## config.mk

```make
export PLATFORM = sky130hd
export DESIGN_NAME = key_debounce
export DESIGN_NICKNAME = d
export VERILOG_FILES = /design/src/rtl/key_pkg.sv /design/src/rtl/sync2.sv /design/src/rtl/key_debounce.sv
export SDC_FILE = /design/constraint.sdc
export NUM_CORES = 1
export LEC_CHECK = 0
export CORE_AREA = 2 2 39 41
export DETAILED_ROUTE_END_ITERATION = 6
export DIE_AREA = 0 0 41 43
export PLACE_DENSITY = 0.38
export SLEW_MARGIN = 20
export SYNTH_ARGS = -nofsm -noshare
export SYNTH_HDL_FRONTEND = slang
export SYNTH_SLANG_ARGS = --single-unit
```

## constraint.sdc

```tcl
create_clock -name clk -period 2.3 [get_ports clk]
set_clock_uncertainty 0.05 [all_clocks]
set_input_delay 0.69 -clock clk [delete_from_list [all_inputs] [get_ports clk]]
set_output_delay 0.69 -clock clk [all_outputs]
set_load 0.01 [all_outputs]
```

## src/rtl/key_pkg.sv

```systemverilog
// Shared types and constants for the push-button debouncer.
`timescale 1ns/1ps
package key_pkg;

    localparam int DEBOUNCE_CYCLES_DEFAULT = 4;

    typedef enum logic [1:0] {
        IDLE,
        PRESS_WAIT,
        PRESSED,
        RELEASE_WAIT
    } key_state_t;

endpackage

```

## src/rtl/sync2.sv

```systemverilog
// Two-flop synchronizer for one asynchronous input bit; both flops clear on reset.
`timescale 1ns/1ps
module sync2 (
    input  logic clk,
    input  logic reset,
    input  logic d,
    output logic q
);

    logic meta;

    always_ff @(posedge clk or posedge reset) begin
        if (reset) begin
            meta <= 1'b0;
            q    <= 1'b0;
        end else begin
            meta <= d;
            q    <= meta;
        end
    end

endmodule

```

## src/rtl/key_debounce.sv

```systemverilog
// Push-button debouncer: synchronizes key1 and accepts a level change after DEBOUNCE_CYCLES
// consecutive equal samples. Define KEY_RELEASE_EN to add the key_release pulse output.
`timescale 1ns/1ps
module key_debounce
    import key_pkg::*;
#(
    parameter int DEBOUNCE_CYCLES = DEBOUNCE_CYCLES_DEFAULT
) (
    input  logic clk,
    input  logic reset,
    input  logic key1,
    output logic key_level,
`ifdef KEY_RELEASE_EN
    output logic key_press,
    output logic key_release
`else
    output logic key_press
`endif
);

    localparam int CW = $clog2(DEBOUNCE_CYCLES + 1);
    localparam logic [CW-1:0] CNT_LAST = CW'(DEBOUNCE_CYCLES - 1);

    logic          key_s;
    key_state_t    state, state_next;
    logic [CW-1:0] cnt, cnt_next;
    logic          level_next;
    logic          press_next;
`ifdef KEY_RELEASE_EN
    logic          release_next;
`endif

    sync2 u_sync (
        .clk   (clk),
        .reset (reset),
        .d     (key1),
        .q     (key_s)
    );

    // Outputs are registered from the next-state decode so level and pulses align with the state change.
    always_ff @(posedge clk or posedge reset) begin
        if (reset) begin
            state       <= IDLE;
            cnt         <= '0;
            key_level   <= 1'b0;
            key_press   <= 1'b0;
`ifdef KEY_RELEASE_EN
            key_release <= 1'b0;
`endif
        end else begin
            state       <= state_next;
            cnt         <= cnt_next;
            key_level   <= level_next;
            key_press   <= press_next;
`ifdef KEY_RELEASE_EN
            key_release <= release_next;
`endif
        end
    end

    always_comb begin
        state_next   = state;
        cnt_next     = cnt;
        press_next   = 1'b0;
`ifdef KEY_RELEASE_EN
        release_next = 1'b0;
`endif
        case (state)
            IDLE: begin
                if (key_s) begin
                    state_next = PRESS_WAIT;
                    cnt_next   = CW'(1);
                end else begin
                    cnt_next   = '0;
                end
            end
            PRESS_WAIT: begin
                if (!key_s) begin
                    state_next = IDLE;
                    cnt_next   = '0;
                end else if (cnt == CNT_LAST) begin
                    state_next = PRESSED;
                    cnt_next   = '0;
                    press_next = 1'b1;
                end else begin
                    cnt_next   = cnt + CW'(1);
                end
            end
            PRESSED: begin
                if (!key_s) begin
                    state_next = RELEASE_WAIT;
                    cnt_next   = CW'(1);
                end else begin
                    cnt_next   = '0;
                end
            end
            RELEASE_WAIT: begin
                // A high sample cancels the release without any pulse.
                if (key_s) begin
                    state_next   = PRESSED;
                    cnt_next     = '0;
                end else if (cnt == CNT_LAST) begin
                    state_next   = IDLE;
                    cnt_next     = '0;
`ifdef KEY_RELEASE_EN
                    release_next = 1'b1;
`endif
                end else begin
                    cnt_next     = cnt + CW'(1);
                end
            end
            default: begin
                state_next = IDLE;
                cnt_next   = '0;
            end
        endcase
        level_next = (state_next == PRESSED) || (state_next == RELEASE_WAIT);
    end

endmodule

```

Word level (Yosys, flattened, before mapping)
Index checks and enable logic that the tools add are counted.

Flip-flop bits (word level): 9.

Add/sub/neg operators: 1. Eq/ne operators: 6. Multiplexer cells: 16. Reductions and logical operators: 2.

Operator list (count): 2-to-1 mux 2 bit (6); one-hot mux 3 bit (4 select lines) (1); 2-to-1 mux 3 bit (3); == test 2 bit (second input constant) (4); one-hot mux 2 bit (4 select lines) (1); 2-to-1 mux 1 bit (5); adder 3 x 1 -> 3 bit (second input constant) (1); == test 3 x 2 -> 1 bit (second input constant) (1); == test 2 x 1 -> 1 bit (second input constant) (1); zero test 2 bit (1); logical OR 1 bit (1).

Longest topological paths before layout
Depth after elaboration: 6. Depth in mapped cells: 3.

Hierarchy
From an unflattened synthesis, not the netlist that was laid out.

Cells, all modules: 20. Area, all modules: 294.0 um^2.

By module, submodules not included: key_debounce (times used 1, cells an instance 17, area an instance 240.2 um^2, seq. area each 150.1 um^2); sync2 (times used 1, cells an instance 3, area an instance 53.8 um^2, seq. area each 50.0 um^2).

Worst setup path after synthesis
No wires, ideal clock.

Path type: reg-to-reg. From: register cnt[0]. To: register key_level. Setup time: 125 ps. Arrival: 1012 ps. Data required time: 2125 ps. Path slack: 1113 ps. Cell stages (with the launch flop): 4. Buffers on the path: 0. Clock period less this slack: 1187 ps. Path through: dfrtp_1 > ha_1 > nand3b_1 > mux2_2.

Longest elaborated chain between the ends: 6. Elaborated cells between the ends (all ways): 9.

RTL lines: from (decl) (line key_debounce.sv:26) `logic [CW-1:0] cnt, cnt_next;`; from (signal assigned) (line key_debounce.sv:52) `cnt <= cnt_next;`; == test 3 x 2 -> 1 bit * (line key_debounce.sv:81, key_debounce.sv:102); 2-to-1 mux 2 bit, on equally long branches (line key_debounce.sv:102, key_debounce.sv:81); 2-to-1 mux 2 bit, on equally long branches (line key_debounce.sv:99, key_debounce.sv:78); one-hot mux 2 bit (4 select lines) * (line key_debounce.sv:68) `case (state)`; == test 2 bit (line key_debounce.sv:117) `level_next = (state_next == PRESSED) || (state_next == RELEASE_WAIT);`; logical OR 1 bit * (line key_debounce.sv:117); net level_next (line key_debounce.sv:27) `logic level_next;`; to (signal assigned) (line key_debounce.sv:53) `key_level <= level_next;`; to (decl) (line key_debounce.sv:12) `output logic key_level,`.

The timed path passes the listed nets; every way through them passes the cells marked *.

Worst setup path in the final report
From: register key_level. To: output port key_level.

No word-level cell between the ends.

==> results.sh <==
export IMPL_status="completed"
export IMPL_end_kind="output pin"
export IMPL_coreArea_sq_mm=0.00138
export IMPL_r2r_end="key_level$_DFF_PP0_"
export IMPL_seqPwrFrac_pct=51.6
export IMPL_cp_start_kind="flip-flop"
export IMPL_ys_flop_type="dfrtp_1"
export IMPL_synth_async_reset_ratio_pct=100
export IMPL_slew_viol_final=0
export IMPL_ys_seq_area_share_pct=69.0
export IMPL_setup_violations=0
export IMPL_startpoint="key_level$_DFF_PP0_"
export IMPL_clk_latency_ns=0.25
export IMPL_hold_violations=0
export IMPL_r2r_cells=3
export IMPL_synth_fp_nets=23
export IMPL_initial_core_util_pct=21.0
export IMPL_antenna_cells=0
export IMPL_grt_pass1_vias=177
export IMPL_die_w_um=41
export IMPL_p_sw_uw=112
export IMPL_r2r_start="cnt[0]$_DFF_PP0_"
export IMPL_crit_arrival_ns=1.20
export IMPL_min_period_over_period_pct=84.5
export IMPL_drt_iter0_drc=6
export IMPL_leakagePower_uw=0.000166
export IMPL_dp_slack_ns=0.609
export IMPL_syn2layout_area_growth_pct=28.4
export IMPL_layout_setup_ws_ns=0.357
export IMPL_post_cts_buffers=0
export IMPL_tritoncts="yes"
export IMPL_fin_tns_setup_ns=0
export IMPL_hold_end="u_sync.q$_DFF_PP0_"
export IMPL_timing_critical_path_buf_inv=1
export IMPL_numCtsBuffers=3
export IMPL_final_cell_count_no_fill=42
export IMPL_slew_headroom_pct=75.0
export IMPL_grt_pass1_wl_um=696
export IMPL_synth_distinct_cells=11
export IMPL_clock_power_share_pct=25.8
export IMPL_period_minus_slack_ns=1.94
export IMPL_path_cells="clkdlybuf4s50_1"
export IMPL_post_route_drc_count=0
export IMPL_finalWirelength_um=412
export IMPL_drive_gt1_share_pct=19.2
export IMPL_fin_nets=32
export IMPL_die_h_um=43
export IMPL_crit_type="flip-flop to output pin"
export IMPL_synth_most_common_cell="dfrtp_1"
export IMPL_antenna_found_initial=0
export IMPL_rsz0062_at_grt="no"
export IMPL_p_int_uw=288
export IMPL_hp_class="flip-flop to flip-flop"
export IMPL_worstMarginPinSlew_ns=0.372
export IMPL_holdWs_ns=0.306
export IMPL_yosys_top_cells_count="8 x dfrtp_1, 2 x inv_1"
export IMPL_worstHoldStart="u_sync.meta$_DFF_PP0_"
export IMPL_irDropWorstVdd_mv=0.263
export IMPL_comb_power_share_pct=22.6
export IMPL_grt_overflow=0
export IMPL_antenna_left=0
export IMPL_reg2reg_setup_slack_ns=1.06
export IMPL_placedCellCount=39
export IMPL_synth_top_area_share_pct=69.0
export IMPL_max_freq_ghz=0.515
export IMPL_routabilityCongestion=0.636
export IMPL_numClockSinks=8
export IMPL_synth_area_leader_cell="dfrtp_1"
export IMPL_synth_area_top_cells="dfrtp_1 69%, nor4b_2 5.2%, ha_1 4.3%"
export IMPL_syn_inst=19
export IMPL_grt_max_degree=9
export IMPL_viasPerCell=3.98
export IMPL_dp_hpwl_um=305
export IMPL_power_density_mw_per_mm2=1070
export IMPL_grt_usage_pct=7.02
export IMPL_worst_endpoint_required_ns=1.56
export IMPL_cp_slowest_cell="clkdlybuf4s50_1"
export IMPL_crit_fanout=4
export IMPL_syn_area_per_cell_sq_um=15.3
export IMPL_clockBufferDepth=2
export IMPL_hold_depth=0
export IMPL_yosys_warnings=0
export IMPL_synth_edf_count=0
export IMPL_cts_hold_fix_buffers=0
export IMPL_wl_per_cell_um=9.81
export IMPL_critPathMaxStageDelay_ns=0.56
export IMPL_synthesis_area_sq_um=290
export IMPL_clockRootBuffer="clkbuf_4"
export IMPL_dieArea_sq_mm=0.00176
export IMPL_num_vias=167
export IMPL_ys_seq_elements=8
export IMPL_core_rowCount=14
export IMPL_cts_clk_slew_worst_paths_ns=0.05
export IMPL_io_pins=5
export IMPL_max_cap_viol_count=0
export IMPL_cpLargestDelayFamily="buffers and inverters"
export IMPL_switching_share_pct=27.9
export IMPL_cp_depth=1
export IMPL_cts_resized=0
export IMPL_firstDrtPassIters=4
export IMPL_htree_levels=1
export IMPL_port_buffers=4
==> through the flow <==
stage | cell area, sq um | power, uW | util, %
2_1_floorplan | 290 | 260 | -
3_3_place_gp | 350 | 292 | 25.3
3_5_place_dp | 350 | 301 | 25.3
4_1_cts | 373 | 408 | 26.9
5_1_grt | 373 | 432 | 26.9
6_report | 373 | 400 | 26.9
==> logic make-up (layout without fill, tap and decap cells) <==
group / after synthesis / count (layout) / synth area share, %
AO/OA/AOI/OAI: 2 / 2 / 3.88
XOR/XNOR: 1 / 1 / 3.02
adder cells (fa/ha/maj): 1 / 1 / 4.31
buffers and inverters: 2 / 9 / 2.59
flip-flops: 8 / 8 / 69.0
multiplexers: 1 / 1 / 3.88
AND/OR/NAND/NOR: 4 / 4 / 13.4
==> power by group through the flow <==
stage / Clock [uW] / Combinational, uW / Sequential, uW
after global routing: 121 / 99.3 / 211
after detailed placement: 0 / 92.7 / 208
after floorplan: 0 / 54.4 / 205
after CTS: 110 / 92.4 / 206
after global placement: 0 / 87.9 / 204
final: 103 / 90.2 / 206
==> cell usage in the layout (no fill, tap or decap) <==
cell / count
clkbuf_4: 3
mux2_2: 1
inv_1: 2
nor4b_2: 1
and3b_1: 1
ha_1: 1
a31oi_1: 1
dfrtp_1: 8
xnor2_1: 1
nand3b_1: 1
a21oi_1: 1
nor3b_1: 1
clkdlybuf4s50_1: 4
==> registers in the layout, indices dropped and copies added, names as in the netlist <==
signal	cells
state	1
key_press	1
u_sync.meta	1
key_level	1
u_sync.q	1
cnt	3
==> worst max-delay path by stage <==
| stage | endpoint | slack [ns] |
|---|---|---|
| after floorplan | key_level$_DFF_PP0_ | 1.11 |
| after global placement | key_level | 0.65 |
| after detailed placement | key_level | 0.61 |
| after CTS | key_level | 0.33 |
| after global routing | key_level | 0.29 |
| final | key_level | 0.36 |
==> layer usage <==
layer	track usage (%)	wire, um	up-vias
li1	-	-	80
met1	7.72	184	84
met2	7.81	206	3
met3	4.71	21	0
met4	8.00	0	0
met5	0	0	-
==> final cells by class <==
| cell class | instances | area, sq um |
|---|---|---|
| fillers | 144 | 1010 |
| repair buffers | 4 | 40.0 |
| clock buffers | 3 | 22.5 |
| inverters | 2 | 7.51 |
| flip-flops and latches | 8 | 200 |
| multi-input cells | 9 | 82.6 |
| well taps | 16 | 20.0 |
Note: power is estimated with default switching activity, not from simulation.
